--- src/rtl/lcd_pkg.sv ---
// Shared types and constants for LCD panel strap detection.
// Holds FSM encoding, panel IDs and resolutions.
package lcd_pkg;

  typedef enum logic [1:0] {
    ST_SETTLE = 2'd0,
    ST_SAMPLE = 2'd1,
    ST_DONE   = 2'd2
  } state_t;

  localparam logic [15:0] ID_4342 = 16'h4342;
  localparam logic [15:0] ID_7084 = 16'h7084;
  localparam logic [15:0] ID_7016 = 16'h7016;
  localparam logic [15:0] ID_4384 = 16'h4384;
  localparam logic [15:0] ID_1018 = 16'h1018;

  localparam logic [10:0] RES_272  = 11'd272;
  localparam logic [10:0] RES_480  = 11'd480;
  localparam logic [10:0] RES_600  = 11'd600;
  localparam logic [10:0] RES_800  = 11'd800;
  localparam logic [10:0] RES_1024 = 11'd1024;
  localparam logic [10:0] RES_1280 = 11'd1280;

  localparam logic [15:0] ID_FALLBACK = ID_4384;
  localparam logic [10:0] H_FALLBACK  = RES_800;
  localparam logic [10:0] V_FALLBACK  = RES_480;

endpackage

--- src/rtl/lcd_id_lut.sv ---
// Strap code to panel ID / resolution lookup.
// Unknown codes return the fallback panel with unknown set.
module lcd_id_lut
  import lcd_pkg::*;
(
  input  logic [2:0]  code,
  output logic [15:0] id,
  output logic [10:0] h,
  output logic [10:0] v,
  output logic        unknown
);

  always_comb begin
    id      = ID_FALLBACK;
    h       = H_FALLBACK;
    v       = V_FALLBACK;
    unknown = 1'b0;
    case (code)
      3'b000: begin
        id = ID_4342;
        h  = RES_480;
        v  = RES_272;
      end
      3'b001: begin
        id = ID_7084;
        h  = RES_800;
        v  = RES_480;
      end
      3'b010: begin
        id = ID_7016;
        h  = RES_1024;
        v  = RES_600;
      end
      3'b100: begin
        id = ID_4384;
        h  = RES_800;
        v  = RES_480;
      end
      3'b101: begin
        id = ID_1018;
        h  = RES_1280;
        v  = RES_800;
      end
      default: unknown = 1'b1;
    endcase
  end

endmodule

--- src/rtl/lcd_id_detect.sv ---
// Samples LCD strap pins after a settle delay, debounces them
// over several samples and publishes the detected panel ID.
module lcd_id_detect
  import lcd_pkg::*;
#(
  parameter int SETTLE_CYCLES   = 1000,
  parameter int NUM_SAMPLES     = 8,
  parameter int SAMPLE_INTERVAL = 16,
  parameter int MAX_RETRY       = 4,
  parameter int M0_BIT          = 15,
  parameter int M1_BIT          = 10,
  parameter int M2_BIT          = 4
) (
  input  logic        clk,
  input  logic        rst_n,
  input  logic [15:0] lcd_rgb,
  input  logic        redetect,
  output logic        strap_sampling,
  output logic [15:0] lcd_id,
  output logic [10:0] h_disp,
  output logic [10:0] v_disp,
  output logic        id_valid,
  output logic        id_err
);

  localparam int SW = $clog2(SETTLE_CYCLES + 1);
  localparam int WW = $clog2(SAMPLE_INTERVAL + 1);
  localparam int IW = $clog2(NUM_SAMPLES + 1);
  localparam int RW = $clog2(MAX_RETRY + 1);

  localparam logic [SW-1:0] SETTLE_LAST = SW'(SETTLE_CYCLES - 1);
  localparam logic [WW-1:0] WAIT_RELOAD = WW'(SAMPLE_INTERVAL - 1);
  localparam logic [IW-1:0] IDX_LAST    = IW'(NUM_SAMPLES - 1);
  localparam logic [RW-1:0] RETRY_LAST  = RW'(MAX_RETRY - 1);

  state_t        state;
  state_t        state_next;
  logic [SW-1:0] settle_cnt;
  logic [WW-1:0] wait_cnt;
  logic [IW-1:0] idx_cnt;
  logic [RW-1:0] retry_cnt;
  logic [2:0]    ref_code;
  logic          pend;
  logic          pend_fail;

  logic [2:0]    code;
  logic [15:0]   lut_id;
  logic [10:0]   lut_h;
  logic [10:0]   lut_v;
  logic          lut_unknown;
  logic          unused_rgb;

  assign code = {lcd_rgb[M2_BIT], lcd_rgb[M1_BIT], lcd_rgb[M0_BIT]};
  assign unused_rgb = ^lcd_rgb;

  lcd_id_lut u_lut (
    .code    (ref_code),
    .id      (lut_id),
    .h       (lut_h),
    .v       (lut_v),
    .unknown (lut_unknown)
  );

  always_comb begin
    state_next = state;
    unique case (state)
      ST_SETTLE: if (settle_cnt == SETTLE_LAST) state_next = ST_SAMPLE;
      ST_SAMPLE: if (pend) state_next = ST_DONE;
      ST_DONE:   if (redetect) state_next = ST_SETTLE;
      default:   state_next = ST_SETTLE;
    endcase
  end

  always_ff @(posedge clk) begin
    if (!rst_n) begin
      state          <= ST_SETTLE;
      settle_cnt     <= '0;
      wait_cnt       <= '0;
      idx_cnt        <= '0;
      retry_cnt      <= '0;
      ref_code       <= '0;
      pend           <= 1'b0;
      pend_fail      <= 1'b0;
      strap_sampling <= 1'b1;
      lcd_id         <= '0;
      h_disp         <= '0;
      v_disp         <= '0;
      id_valid       <= 1'b0;
      id_err         <= 1'b0;
    end else begin
      state          <= state_next;
      strap_sampling <= (state_next != ST_DONE);
      unique case (state)
        ST_SETTLE: begin
          if (settle_cnt != SETTLE_LAST)
            settle_cnt <= settle_cnt + SW'(1);
          wait_cnt <= '0;
          idx_cnt  <= '0;
        end
        ST_SAMPLE: begin
          if (pend) begin
            // result commits one edge after the deciding sample
            pend     <= 1'b0;
            id_valid <= 1'b1;
            if (pend_fail) begin
              lcd_id <= ID_FALLBACK;
              h_disp <= H_FALLBACK;
              v_disp <= V_FALLBACK;
              id_err <= 1'b1;
            end else begin
              lcd_id <= lut_id;
              h_disp <= lut_h;
              v_disp <= lut_v;
              id_err <= lut_unknown;
            end
          end else if (wait_cnt != '0) begin
            wait_cnt <= wait_cnt - WW'(1);
          end else begin
            wait_cnt <= WAIT_RELOAD;
            if (idx_cnt == '0) begin
              ref_code <= code;
              idx_cnt  <= IW'(1);
            end else if (code == ref_code) begin
              if (idx_cnt == IDX_LAST) begin
                pend      <= 1'b1;
                pend_fail <= 1'b0;
              end else begin
                idx_cnt <= idx_cnt + IW'(1);
              end
            end else begin
              retry_cnt <= retry_cnt + RW'(1);
              idx_cnt   <= '0;
              if (retry_cnt == RETRY_LAST) begin
                pend      <= 1'b1;
                pend_fail <= 1'b1;
              end
            end
          end
        end
        ST_DONE: begin
          if (redetect) begin
            id_valid   <= 1'b0;
            id_err     <= 1'b0;
            retry_cnt  <= '0;
            settle_cnt <= '0;
            wait_cnt   <= '0;
            idx_cnt    <= '0;
          end
        end
        default: ;
      endcase
    end
  end

endmodule
--- config.mk ---
export PLATFORM = sky130hd
export DESIGN_NAME = lcd_id_detect
export DESIGN_NICKNAME = d
export VERILOG_FILES = /design/src/rtl/lcd_pkg.sv /design/src/rtl/lcd_id_lut.sv /design/src/rtl/lcd_id_detect.sv
export SDC_FILE = /design/constraint.sdc
export NUM_CORES = 1
export LEC_CHECK = 0
export ABC_AREA = 1
export BUFFER_PORTS_ARGS = -buffer_cell sky130_fd_sc_hd__buf_4
export CAP_MARGIN = 0
export CORE_ASPECT_RATIO = 2
export CORE_MARGIN = 2
export CORE_UTILIZATION = 56
export CTS_BUF_LIST = sky130_fd_sc_hd__clkbuf_8
export DETAILED_ROUTE_END_ITERATION = 10
export HOLD_SLACK_MARGIN = 0.02
export PLACE_DENSITY_LB_ADDON = 0.3
export SLEW_MARGIN = 20
export SYNTH_ARGS = -nofsm -noshare
export SYNTH_HDL_FRONTEND = slang
export SYNTH_SLANG_ARGS = --single-unit
--- constraint.sdc ---
create_clock -name clk -period 1.9 [get_ports clk]
set_input_delay 0 -clock clk [delete_from_list [all_inputs] [get_ports clk]]
set_output_delay 0 -clock clk [all_outputs]
set_load 0.005 [all_outputs]
After elaboration in Yosys (flattened, before gate mapping):

Cells that the tools add are included.

* flip-flop bits (word level): 70
* bits of input ports: 19
* output and inout port bits: 41
* logic and storage cells: 105

* add/sub/neg operators: 4
* equal/unequal tests: 21
* muxes and demuxes: 46
* bitwise operators: 3
* reductions and logical operators: 17

Operators by type and width (number)
* one-hot mux 15 bit (4 select lines): 1
* one-hot mux 11 bit (3 select lines): 1
* one-hot mux 10 bit (3 select lines): 1
* two-way mux 4 bit: 6
* two-way mux 11 bit: 2
* two-way mux 10 bit: 2
* one-hot mux 10 bit (2 select lines): 1
* two-way mux 16 bit: 1
* != test 2 bit, second input constant: 8
* two-way mux 3 bit: 5
* two-way mux 5 bit: 3
* one-hot mux 5 bit (3 select lines): 1
* two-way mux 1 bit: 14
* one-hot mux 4 bit (3 select lines): 1
* AND reduction 6 bit: 2
* adder 10 x 1 -> 10 bit, second input constant: 1
* == test 10 bit, second input constant: 1
* != test 10 bit, second input constant: 1
* AND reduction 3 bit: 3
* == test 3 x 2 -> 1 bit, second input constant: 2
* == test 3 bit, second input constant: 2
* two-way mux 2 bit: 3
* one-hot mux 2 bit (3 select lines): 1
* one-hot mux 3 bit (2 select lines): 1
* 22 further kinds: 27

Longest topological paths before layout:

* word-level depth: 7
* depth in mapped cells: 11
* gate-level depth less buffers: 10

Modules after synthesis:

A second synthesis with hierarchy kept.

* cell total of the unflattened synthesis: 507
* area, all modules: 3493.4 um2

By module, submodules not included
* lcd_id_detect: times used 1, cells each 459, area an instance 3213.1 um2, seq. area each 1401.3 um2
* lcd_id_lut: times used 1, cells each 48, area an instance 280.3 um2, seq. area each 0.0 um2

Worst setup path before layout:

Ideal clock, no wire load.

* path type: flip-flop to flip-flop
* start point: register settle_cnt[0]
* end point: register settle_cnt[9]
* setup time: 113 ps
* arrival time: 1231 ps
* required time: 1787 ps
* path slack: 557 ps
* cell stages (with the launch flop): 11
* buffers on the path: 0
* period minus slack after synthesis: 1343 ps
* path through: dfxtp_1 ha_1 nand2_1 nor2_1 nand3_1 nand2_1 nand2_2 nand3b_1 nand2_1 nand2_1 nor2_1

* longest elaborated chain between the ends: 3
* elaborated cells between the ends (all ways): 6
* those cells by class: 1 x add/sub; 2 x eq/ne; 2 x mux; 1 x reduce/logical

Ends and longest elaborated chain
* from (decl): RTL line lcd_id_detect.sv:38 `logic [SW-1:0] settle_cnt;`
* from (signal assigned): RTL line lcd_id_detect.sv:96 `settle_cnt <= settle_cnt + SW'(1);`
* adder 10 x 1 -> 10 bit or != test 10 bit (tied branches): RTL line lcd_id_detect.sv:96, lcd_id_detect.sv:95
* two-way mux 10 bit or != test 2 bit (tied branches)
* one-hot mux 10 bit (2 select lines) or AND reduction 3 bit (tied branches)

Several ways; a longest one is shown, not always the timed one. The select of a mux whose other input is x is not followed.
A chain may end at the register's enable or synchronous reset.

Worst setup path after layout:

* start point: register settle_cnt[0]
* end point: register settle_cnt[3]

Same word-level chain as after synthesis.

==> flow_summary.toml <==
[power]
ir_drop_v = 0.0007069
powerDensity_nw_per_um2 = 654.3
p_leak_nw = 1.399

[sta]
hold_violations = 0
maxSlewViolCount = 0
setup-violations-final = 0
setup_tns_ps = 0
finalCritPeriodShare = 0.8560
grt_setup_unrepaired = "false"
fmax_ghz = 0.6148
fin_skew_ps = 12.33
min_period_ps = 1626

[die]
core_sq_um = 4511
die_x_microns = 52.06
die_h_microns = 100.1
ios = 60
start_util = 0.5734
dieArea_sq_um = 5211
core.rowCount = 35

[placed_design]
place.gp.congestion = 0.9009
dpl_cell_area_sq_um = 2771
hpwl_mm = 4.015
io_buffers = 32

[worst_setup_path]
critPathMaxStageDelay_ps = 390
cpMaxStageDelayCell = "dfxtp_1"
cp_max_fo = 10
endpoint_kind = "flop"
cpMostUsedCell = "nand2_1"
path_class = "reg -> reg"
crit_family = "simple AND/OR/NAND/NOR gates"
critPathBufInv = 1
cp-start-kind = "flop"
worstPathRequired_ps = 2140
cp_cell_sequence = "ha_1, nand2_1, nor2_1, nand3_1, nand2_1, nand2_2, inv_2, nand2_1, a21oi_1"
ff2ff_setup_slack_ps = 270
worstPathArrival_ps = 1870

[final_layout]
final_common_cell = "nand2_1"
diodes = 0
drive_above_1_share = 0.1521
layout.nets = 425
n_fill_cell = 415
final_cell_mix = "nand2_1, dfxtp_1, inv_1"
final_area_sq_um = 2928
area_growth_syn_to_layout_pct = 13.21

[logic_synthesis]
synthCells = 369
synth.avg_cell_area_sq_um = 7.009
ys.warnings.count = 0
ys_seq_area_frac = 0.3870
yosysTopAreaCell = "dfxtp_1"
synth_top_flop_cell = "dfxtp_1"
synth-edff-count = 0
async_flop_share = 0
synth_cell_type_count = 33
synth_top_area_share = 0.3870
syn_area_sq_um = 2586
synth_area_leaders = "dfxtp_1, nand2_1, inv_1"
ys_ff_latch = 50

[clocking]
cts_buffer_depth = 2
cts_made_buffers = 5
cts_max_level = 2
cts_hold_buffers = 4
cts_root_buffer = "clkbuf_8"
cts.sinks = 50
post_cts_buffers = 0
path_clk_slew_ps = 100
cts_tree = "done"
clock_latency_ps = 310
ctsResizeCount = 0

[hold_path]
hp-class = "in -> reg"

[detailed_routing]
viasPerCell = 5.145
routedWlPerCell_microns = 11.88
drt_wl_total_mm = 5.419
drt_iter0_markers = 46
dr.pass1.iters = 4
drc = 0
vias = 2346
ant_nets = 0

[global_routing]
grtUsageMet3 = 0.03423
busiest_layer = "met2"
grt_max_degree = 21
grt.overflow.total = 0
grt.total_usage = 0.2277
antenna_found_initial = 0
grt_pass1_vias = 2223
grt_use_met1 = 0.2550
grt_pass1_wl_mm = 9.259
grt_util_met2 = 0.3992

[outcome]
status = "finished, final reports clean"

[job]
cap_violations = 0
Yosys cell counts (2+ instances only):
master	instances
o21ai_0	21
nand3_1	16
o211ai_1	3
a21oi_1	30
nor2_1	39
clkbuf_1	3
nand4_1	8
nor2_4	3
dfxtp_1	50
nand3b_1	2
ha_1	6
inv_2	3
nor3_1	4
nand2_2	6
buf_2	3
xor2_1	2
inv_1	46
buf_4	20
a21oi_2	4
nand2_1	87
layout make-up:
class,count,area [sq um],share of cell area
flip-flops and latches,50,1001,0.3419
repair buffers,38,295.3,0.1009
multi-input cells,255,1259,0.4299
clock inverters,3,47.55,0.01624
inverters,50,187.7,0.06410
well taps,55,68.82,0.02350
clock buffers,5,68.82,0.02350
metrics by stage:
stage / total power, W / cells / utilization / hold slack [ps] / setup WS, ps
after floorplan: 0.001144 / 382 / - / 182.8 / 556.5
after global placement: 0.001144 / 444 / 0.6144 / 310.6 / 364.4
after detailed placement: 0.001148 / 444 / 0.6144 / 315.8 / 293.1
after CTS: 0.001934 / 456 / 0.6491 / 30.11 / 262.0
after global routing: 0.001985 / 456 / 0.6491 / 70.91 / 31.30
final: 0.001916 / 456 / 0.6491 / 35.32 / 273.5
cells by family (layout without fill, tap and decap cells):
logic type / after synthesis / in the layout / share of synthesized area
flops: 50 / 50 / 0.3870
other cells: 1 / 14 / 0.001450
buf+inv: 77 / 96 / 0.1451
compound gates: 63 / 63 / 0.1359
simple gates: 169 / 169 / 0.2912
fa+ha+maj: 6 / 6 / 0.02903
xor+xnor: 3 / 3 / 0.01016
flip-flops by register name, summed over array words and instances (netlist names), 2 cells and up:
signal	count
wait_cnt	5
idx_cnt	4
lcd_id	9
state	2
settle_cnt	10
h_disp	4
ref_code	3
v_disp	5
retry_cnt	3
worst paths after layout:
check                             start                         end  depth (start not counted)
min                            redetect   strap_sampling$_SDFF_PN1_                          5
min reg2reg    wait_cnt[4]$_SDFFE_PN0P_    wait_cnt[4]$_SDFFE_PN0P_                          2
max          settle_cnt[0]$_SDFFE_PN0P_  settle_cnt[3]$_SDFFE_PN0P_                          9
max reg2reg  settle_cnt[0]$_SDFFE_PN0P_  settle_cnt[3]$_SDFFE_PN0P_                          9
per-layer routing:
metal	part of all wire	up-vias	wire length [microns]
li1	-	1198	-
met1	0.41	1061	2205
met5	0	-	0
met4	0.029	0	159
met3	0.042	13	228
met2	0.52	74	2826
power breakdown:
group	internal [W]	switching [W]	total, W
sequential	0.00105	0.00000492	0.00106
combinational	0.0000273	0.0000442	0.0000715
clock	0.000402	0.000385	0.000787
worst reg2reg max path, delay by kind of cell (launching register included):
family / cells / cell delay [ps]
compound gates: 1 / 130
simple gates: 6 / 680
fa+ha+maj: 1 / 210
buf+inv: 1 / 160
flops: 1 / 390
Power figures use the tool's default switching activity.
